## config.mk

```make
export PLATFORM = sky130hd
export DESIGN_NAME = serial_signed_comparator_flat
export DESIGN_NICKNAME = d
export VERILOG_FILES = /design/src/rtl/comparator_pkg.sv /design/src/rtl/serial_signed_comparator_if.sv /design/src/rtl/compare_bit_step.sv /design/src/rtl/serial_signed_comparator.sv /design/src/flat_wrapper.sv
export SDC_FILE = /design/constraint.sdc
export NUM_CORES = 1
export LEC_CHECK = 0
export ABC_AREA = 1
export CORE_UTILIZATION = 45
export DETAILED_ROUTE_END_ITERATION = 10
export PLACE_DENSITY = 0.72
export REMOVE_ABC_BUFFERS = 1
export SLEW_MARGIN = 25
export SYNTH_ARGS = -nofsm -noshare
export SYNTH_HDL_FRONTEND = slang
export SYNTH_SLANG_ARGS = --single-unit
```

## constraint.sdc

```tcl
create_clock -name clk -period 1.56 [get_ports clk]
set_clock_uncertainty 0.2 [all_clocks]
set_input_delay 0.234 -clock clk [delete_from_list [all_inputs] [get_ports clk]]
set_output_delay 0.234 -clock clk [all_outputs]
set_load 0.01 [all_outputs]
```

## src/rtl/comparator_pkg.sv

```systemverilog
// ----------------------------------------------------------------------------
// comparator_pkg
// Shared types and helpers for the serial compare path.
//   cmp_state_t : FSM states of the serial comparator
//   cmp_cnt_w() : bit-counter width for a given operand size
// ----------------------------------------------------------------------------
package comparator_pkg;

    typedef enum logic [1:0] {
        CMP_IDLE  = 2'd0,
        CMP_SHIFT = 2'd1,
        CMP_DONE  = 2'd2
    } cmp_state_t;

    // Counter only has to reach SIZE-1; guard the degenerate case so the
    // width is never zero.
    function automatic int cmp_cnt_w(input int size);
        return (size < 2) ? 1 : $clog2(size);
    endfunction

endpackage : comparator_pkg

```

## src/rtl/serial_signed_comparator_if.sv

```systemverilog
// ----------------------------------------------------------------------------
// serial_signed_comparator_if
// Operand and result handshakes of the serial signed comparator.
//   in_valid/in_ready  : operand transfer (a, b)
//   out_valid/out_ready: result transfer (is_a_greater, equal)
// master: operand source / result consumer. slave: the comparator.
// ----------------------------------------------------------------------------
interface serial_signed_comparator_if #(
    parameter int SIZE = 8
);
    logic            in_valid;
    logic            in_ready;
    logic [SIZE-1:0] a;
    logic [SIZE-1:0] b;
    logic            out_valid;
    logic            out_ready;
    logic            is_a_greater;
    logic            equal;

    modport master (
        output in_valid, a, b, out_ready,
        input  in_ready, out_valid, is_a_greater, equal
    );

    modport slave (
        input  in_valid, a, b, out_ready,
        output in_ready, out_valid, is_a_greater, equal
    );
endinterface : serial_signed_comparator_if

```

## src/rtl/compare_bit_step.sv

```systemverilog
// ----------------------------------------------------------------------------
// compare_bit_step
// One LSB-first step of a signed magnitude compare. A differing bit
// overrides whatever less significant bits decided; on the sign bit the
// sense is inverted because a set sign bit means the smaller value.
//   i_a_bit, i_b_bit : current operand bits
//   i_is_sign        : current bit is the sign bit
//   i_gt, i_eq       : running result so far
//   o_gt, o_eq       : running result including this bit
// ----------------------------------------------------------------------------
module compare_bit_step (
    input  logic i_a_bit,
    input  logic i_b_bit,
    input  logic i_is_sign,
    input  logic i_gt,
    input  logic i_eq,
    output logic o_gt,
    output logic o_eq
);
    always_comb begin
        // NOTE: both outputs get a default before any branch, so no path
        // leaves them unassigned and no latch is inferred.
        o_gt = i_gt;
        o_eq = i_eq;
        if (i_a_bit != i_b_bit) begin
            o_gt = i_is_sign ? ~i_a_bit : i_a_bit;
            o_eq = 1'b0;
        end
    end
endmodule : compare_bit_step

```

## src/rtl/serial_signed_comparator.sv

```systemverilog
// ----------------------------------------------------------------------------
// serial_signed_comparator
// Bit-serial, LSB-first signed two's-complement comparator. Operands are
// captured on the input handshake, scanned one bit per clock over SIZE
// cycles, and the flags are held on the output handshake until consumed.
//   clk, rst_n : clock, asynchronous active-low reset
//   bus        : slave side of serial_signed_comparator_if
//                (in_valid/in_ready/a/b, out_valid/out_ready/
//                 is_a_greater/equal)
// All outputs come from flops; nothing depends combinationally on
// in_valid or out_ready.
// ----------------------------------------------------------------------------
module serial_signed_comparator
    import comparator_pkg::*;
#(
    parameter int SIZE = 8
) (
    input  logic                        clk,
    input  logic                        rst_n,
    serial_signed_comparator_if.slave   bus
);
    localparam int CNT_W = cmp_cnt_w(SIZE);
    localparam logic [CNT_W-1:0] LAST_BIT = CNT_W'(SIZE - 1);

    cmp_state_t       r_state;
    cmp_state_t       w_state_next;
    logic [SIZE-1:0]  r_a_sr;
    logic [SIZE-1:0]  r_b_sr;
    logic [CNT_W-1:0] r_cnt;
    logic             r_gt;
    logic             r_eq;
    logic             w_last;
    logic             w_gt_step;
    logic             w_eq_step;

    assign w_last = (r_cnt == LAST_BIT);

    compare_bit_step u_step (
        .i_a_bit   (r_a_sr[0]),
        .i_b_bit   (r_b_sr[0]),
        .i_is_sign (w_last),
        .i_gt      (r_gt),
        .i_eq      (r_eq),
        .o_gt      (w_gt_step),
        .o_eq      (w_eq_step)
    );

    // ---------------- FSM state register ----------------
    always_ff @(posedge clk or negedge rst_n) begin
        // NOTE: clocked blocks use non-blocking assignments so every flop
        // samples the pre-edge values, independent of statement order.
        if (!rst_n) r_state <= CMP_IDLE;
        else        r_state <= w_state_next;
    end

    // ---------------- FSM next-state logic ----------------
    always_comb begin
        w_state_next = r_state;
        case (r_state)
            CMP_IDLE:  if (bus.in_valid)  w_state_next = CMP_SHIFT;
            CMP_SHIFT: if (w_last)        w_state_next = CMP_DONE;
            CMP_DONE:  if (bus.out_ready) w_state_next = CMP_IDLE;
            default:                      w_state_next = CMP_IDLE;
        endcase
    end

    // ---------------- Datapath: shift registers, counter, flags ----------------
    always_ff @(posedge clk or negedge rst_n) begin
        // NOTE: the shift registers are ordinary flops rather than a RAM, so
        // they can and do take the asynchronous reset with everything else.
        if (!rst_n) begin
            r_a_sr <= '0;
            r_b_sr <= '0;
            r_cnt  <= '0;
            r_gt   <= 1'b0;
            r_eq   <= 1'b0;
        end else begin
            case (r_state)
                CMP_IDLE: begin
                    if (bus.in_valid) begin
                        r_a_sr <= bus.a;
                        r_b_sr <= bus.b;
                        r_cnt  <= '0;
                        r_gt   <= 1'b0;
                        r_eq   <= 1'b1;
                    end
                end
                CMP_SHIFT: begin
                    r_a_sr <= r_a_sr >> 1;
                    r_b_sr <= r_b_sr >> 1;
                    r_gt   <= w_gt_step;
                    r_eq   <= w_eq_step;
                    // Hold at SIZE-1 on the sign step so the counter never wraps.
                    if (!w_last) r_cnt <= r_cnt + CNT_W'(1);
                end
                default: ;
            endcase
        end
    end

    // ---------------- Outputs ----------------
    assign bus.in_ready     = (r_state == CMP_IDLE);
    assign bus.out_valid    = (r_state == CMP_DONE);
    assign bus.is_a_greater = r_gt;
    assign bus.equal        = r_eq;

endmodule : serial_signed_comparator

```

## src/flat_wrapper.sv

```systemverilog
// flat-port wrapper written by rule: the top's interface ports become plain ports
module serial_signed_comparator_flat import comparator_pkg::*;
#(
    parameter int SIZE = 8
)
  (clk, rst_n, bus_in_valid, bus_a, bus_b, bus_out_ready, bus_in_ready, bus_out_valid, bus_is_a_greater, bus_equal);
  serial_signed_comparator_if #(.SIZE(SIZE)) bus_i ();
  input  logic clk;
  input  logic rst_n;
  input wire logic [$bits(bus_i.in_valid)-1:0] bus_in_valid;
  input wire logic [$bits(bus_i.a)-1:0] bus_a;
  input wire logic [$bits(bus_i.b)-1:0] bus_b;
  input wire logic [$bits(bus_i.out_ready)-1:0] bus_out_ready;
  output wire logic [$bits(bus_i.in_ready)-1:0] bus_in_ready;
  output wire logic [$bits(bus_i.out_valid)-1:0] bus_out_valid;
  output wire logic [$bits(bus_i.is_a_greater)-1:0] bus_is_a_greater;
  output wire logic [$bits(bus_i.equal)-1:0] bus_equal;
  assign bus_i.in_valid = bus_in_valid;
  assign bus_i.a = bus_a;
  assign bus_i.b = bus_b;
  assign bus_i.out_ready = bus_out_ready;
  assign bus_in_ready = bus_i.in_ready;
  assign bus_out_valid = bus_i.out_valid;
  assign bus_is_a_greater = bus_i.is_a_greater;
  assign bus_equal = bus_i.equal;
  serial_signed_comparator #(.SIZE(SIZE)) u_core (.clk(clk), .rst_n(rst_n), .bus(bus_i));
endmodule
```

==> results.py <==
metrics = {
    "cts": {
        "clkTransAtPathRegs_ns": 0.13,
        "clockRootBuffer": "clkbuf_4",
        "cts_sinks": 23,
        "clk_latency_ns": 0.31,
        "numCtsBuffers": 3,
        "ctsHoldBuffers": 0,
        "cts_tree": "yes",
        "cts.htree.levels": 1,
        "cts_buffer_depth": 2,
    },
    "timing": {
        "drv_slew": 0,
        "fin_crit_sh": 0.973,
        "setup_violations": 0,
        "fmax_mhz": 659,
        "finalCriticalPeriod_ns": 1.52,
        "hold_viol": 0,
        "postLayoutSetupSlackWorst_ns": 0.0417,
        "worst_pin_slew_ns": 0.305,
        "relSlewSlack": 0.797,
    },
    "layout": {
        "drive_above_1_share": 0.172,
        "most-common-layout-cells": "73 x nand2_1, 23 x dfrtp_1, 19 x clkdlybuf4s50_1, 16 x o21ai_1, 13 x buf_4",
        "fin_cells": 214,
        "nFillCells": 197,
        "fin_nets": 209,
        "fin_area_um2": 1510,
        "n_antenna_cell": 0,
        "area_growth_pct": 33.4,
        "layout_commonest_cell": "nand2_1",
        "fin_util": 0.659,
    },
    "synth": {
        "ys_ff_latch": 23,
        "ys_top_cells_by_area": "dfrtp_1 51%, nand2_1 24%, o21ai_1 7.1%",
        "syn_area_um2": 1130,
        "yosysTopAreaCell": "dfrtp_1",
        "ys_warn_count": 0,
        "seq_area_frac_synth": 0.507,
        "synth_top_area_frac": 0.507,
        "yosysUniqueCellTypes": 16,
        "synthesis.area_per_instance_um2": 7.62,
        "syn-instance-count": 149,
    },
    "floorplanning": {
        "die_x_um": 52.2,
        "ios": 24,
        "die-height_um": 52.2,
        "core_um2": 2300,
        "dieArea_um2": 2730,
        "fp-row-count": 17,
        "initial_core_util": 0.494,
    },
    "global_routing": {
        "first_global_vias": 1010,
        "grt_pass1_wl_um": 4130,
        "antenna_found_initial": 0,
        "overflow": 0,
        "grt_max_degree": 24,
        "grt_util_all_layers": 0.213,
    },
    "worst_setup_path": {
        "worst_r2r_endpoint": "u_core.r_cnt[1]$_DFFE_PN0P_",
        "reg2reg_slack_ns": 0.04,
        "worstPathArrival_ns": 1.54,
        "critical_path_required_ns": 1.58,
        "reg2reg_from": "u_core.r_cnt[0]$_DFFE_PN0P_",
        "reg2regPathDepth": 8,
        "critPathKind": "reg2reg",
        "crit_fanout": 4,
        "endpoint_kind": "register",
        "start_kind": "register",
    },
    "route": {
        "ant_nets": 0,
        "drt-initial-drc-count": 9,
        "wirelength_um": 2540,
        "route.detailed.drc": 0,
        "vias": 1022,
        "routedWlPerCell_um": 11.9,
        "avgViaCountPerCell": 4.78,
        "firstDrtPassIters": 4,
    },
    "placed_design": {
        "place_ws_ns": -0.0000443,
        "dp_cells": 205,
        "port_buffers": 23,
        "hpwl_um": 1810,
        "placed_area_um2": 1450,
        "place.gp.congestion": 0.761,
    },
    "run_status": {
        "status": "finished, final reports clean",
    },
    "power": {
        "peakVddDrop_v": 0.00117,
        "power_mw": 2.67,
        "p_per_area_nw_per_um2": 1770,
        "p_leak_nw": 0.806,
    },
    "hold_path": {
        "hold_path_class": "in2async",
    },
    "run": {
        "max_cap_violations": 0,
    },
}
synthesized netlist by cell type, drive strengths merged:
master	count
o22ai	1
inv	17
o21a	1
ha	2
o21ai	16
mux2i	1
nand3	4
nor2	4
dfrtp	23
buf	4
nand2	76
metal layers:
layer  up-vias  track usage  routed length, µm
met3         2       0.0696                127
met1       460        0.237               1110
met4         0       0.0746                 19
met5         -            0                  0
li1        535            -                  -
met2        25        0.376               1290
worst max-delay path, stage by stage, from the launching register on:
cell     delay (ns)
dfrtp_1        0.41
ha_1           0.21
ha_1           0.21
inv_2          0.08
nand2_2        0.07
nand2_2        0.10
inv_2          0.04
nand2_1        0.06
nand2_1        0.05
report_power, final:
part / switching, mW / internal [mW]
logic: 0.793 / 0.615
clock network: 0.183 / 0.100
registers: 0.135 / 0.848
total: 1.11 / 1.56
worst max-delay path by stage:
stage | endpoint | cells after the start | start | slack [ns]
floorplan | u_core.r_cnt[2]$_DFFE_PN0P_ | 8 | u_core.r_cnt[0]$_DFFE_PN0P_ | 0.12
global placement | bus_out_valid | 3 | u_core.r_state[1]$_DFFE_PN0P_ | 0.05
detailed placement | bus_out_valid | 3 | u_core.r_state[1]$_DFFE_PN0P_ | -0.00004
CTS | bus_in_ready | 2 | u_core.r_state[1]$_DFFE_PN0P_ | 0.0009
global route | u_core.r_cnt[1]$_DFFE_PN0P_ | 8 | u_core.r_cnt[0]$_DFFE_PN0P_ | -0.03
finish | u_core.r_cnt[1]$_DFFE_PN0P_ | 8 | u_core.r_cnt[0]$_DFFE_PN0P_ | 0.04
cells by family (layout without fill, tap and decap cells):
family	count (synthesis)	in the layout	synth area share
buffers and inverters	21	58	0.0805
and+or+nand+nor	84	84	0.298
DFF	23	23	0.507
muxes	1	1	0.00882
adders and majority gates	2	2	0.0220
AOI/OAI and AO/OA	18	18	0.0838
state kept, by name (all words and copies together) (netlist names):
| name | flops |
|---|---|
| u_core.r_b_sr | 8 |
| u_core.bus.is_a_greater | 1 |
| u_core.bus.equal | 1 |
| u_core.r_state | 2 |
| u_core.r_cnt | 3 |
| u_core.r_a_sr | 8 |
area by class of cell:
| type | count | area [µm²] | share of cell area |
|---|---|---|---|
| timing repair buffer | 37 | 335 | 0.221 |
| tap | 28 | 35.0 | 0.0231 |
| clock buffer | 4 | 26.3 | 0.0174 |
| sequential | 23 | 576 | 0.380 |
| inverter | 17 | 63.8 | 0.0421 |
| multi-input combinational | 105 | 478 | 0.316 |
per-stage QoR:
step                setup TNS, ns  hold slack (ns)
floorplan                       0           -0.262
global placement                0            0.254
detailed placement     -0.0000443            0.269
CTS                             0           0.0584
global route              -0.0424           0.0826
finish                          0           0.0554
what timing repair did:
action,in CTS,in global routing
buffers inserted,2,3
endpoints found under the setup margin,6,8
gates resized for setup,11,3
pin swaps,0,2
No activity file was read; power rests on OpenSTA's default activity.
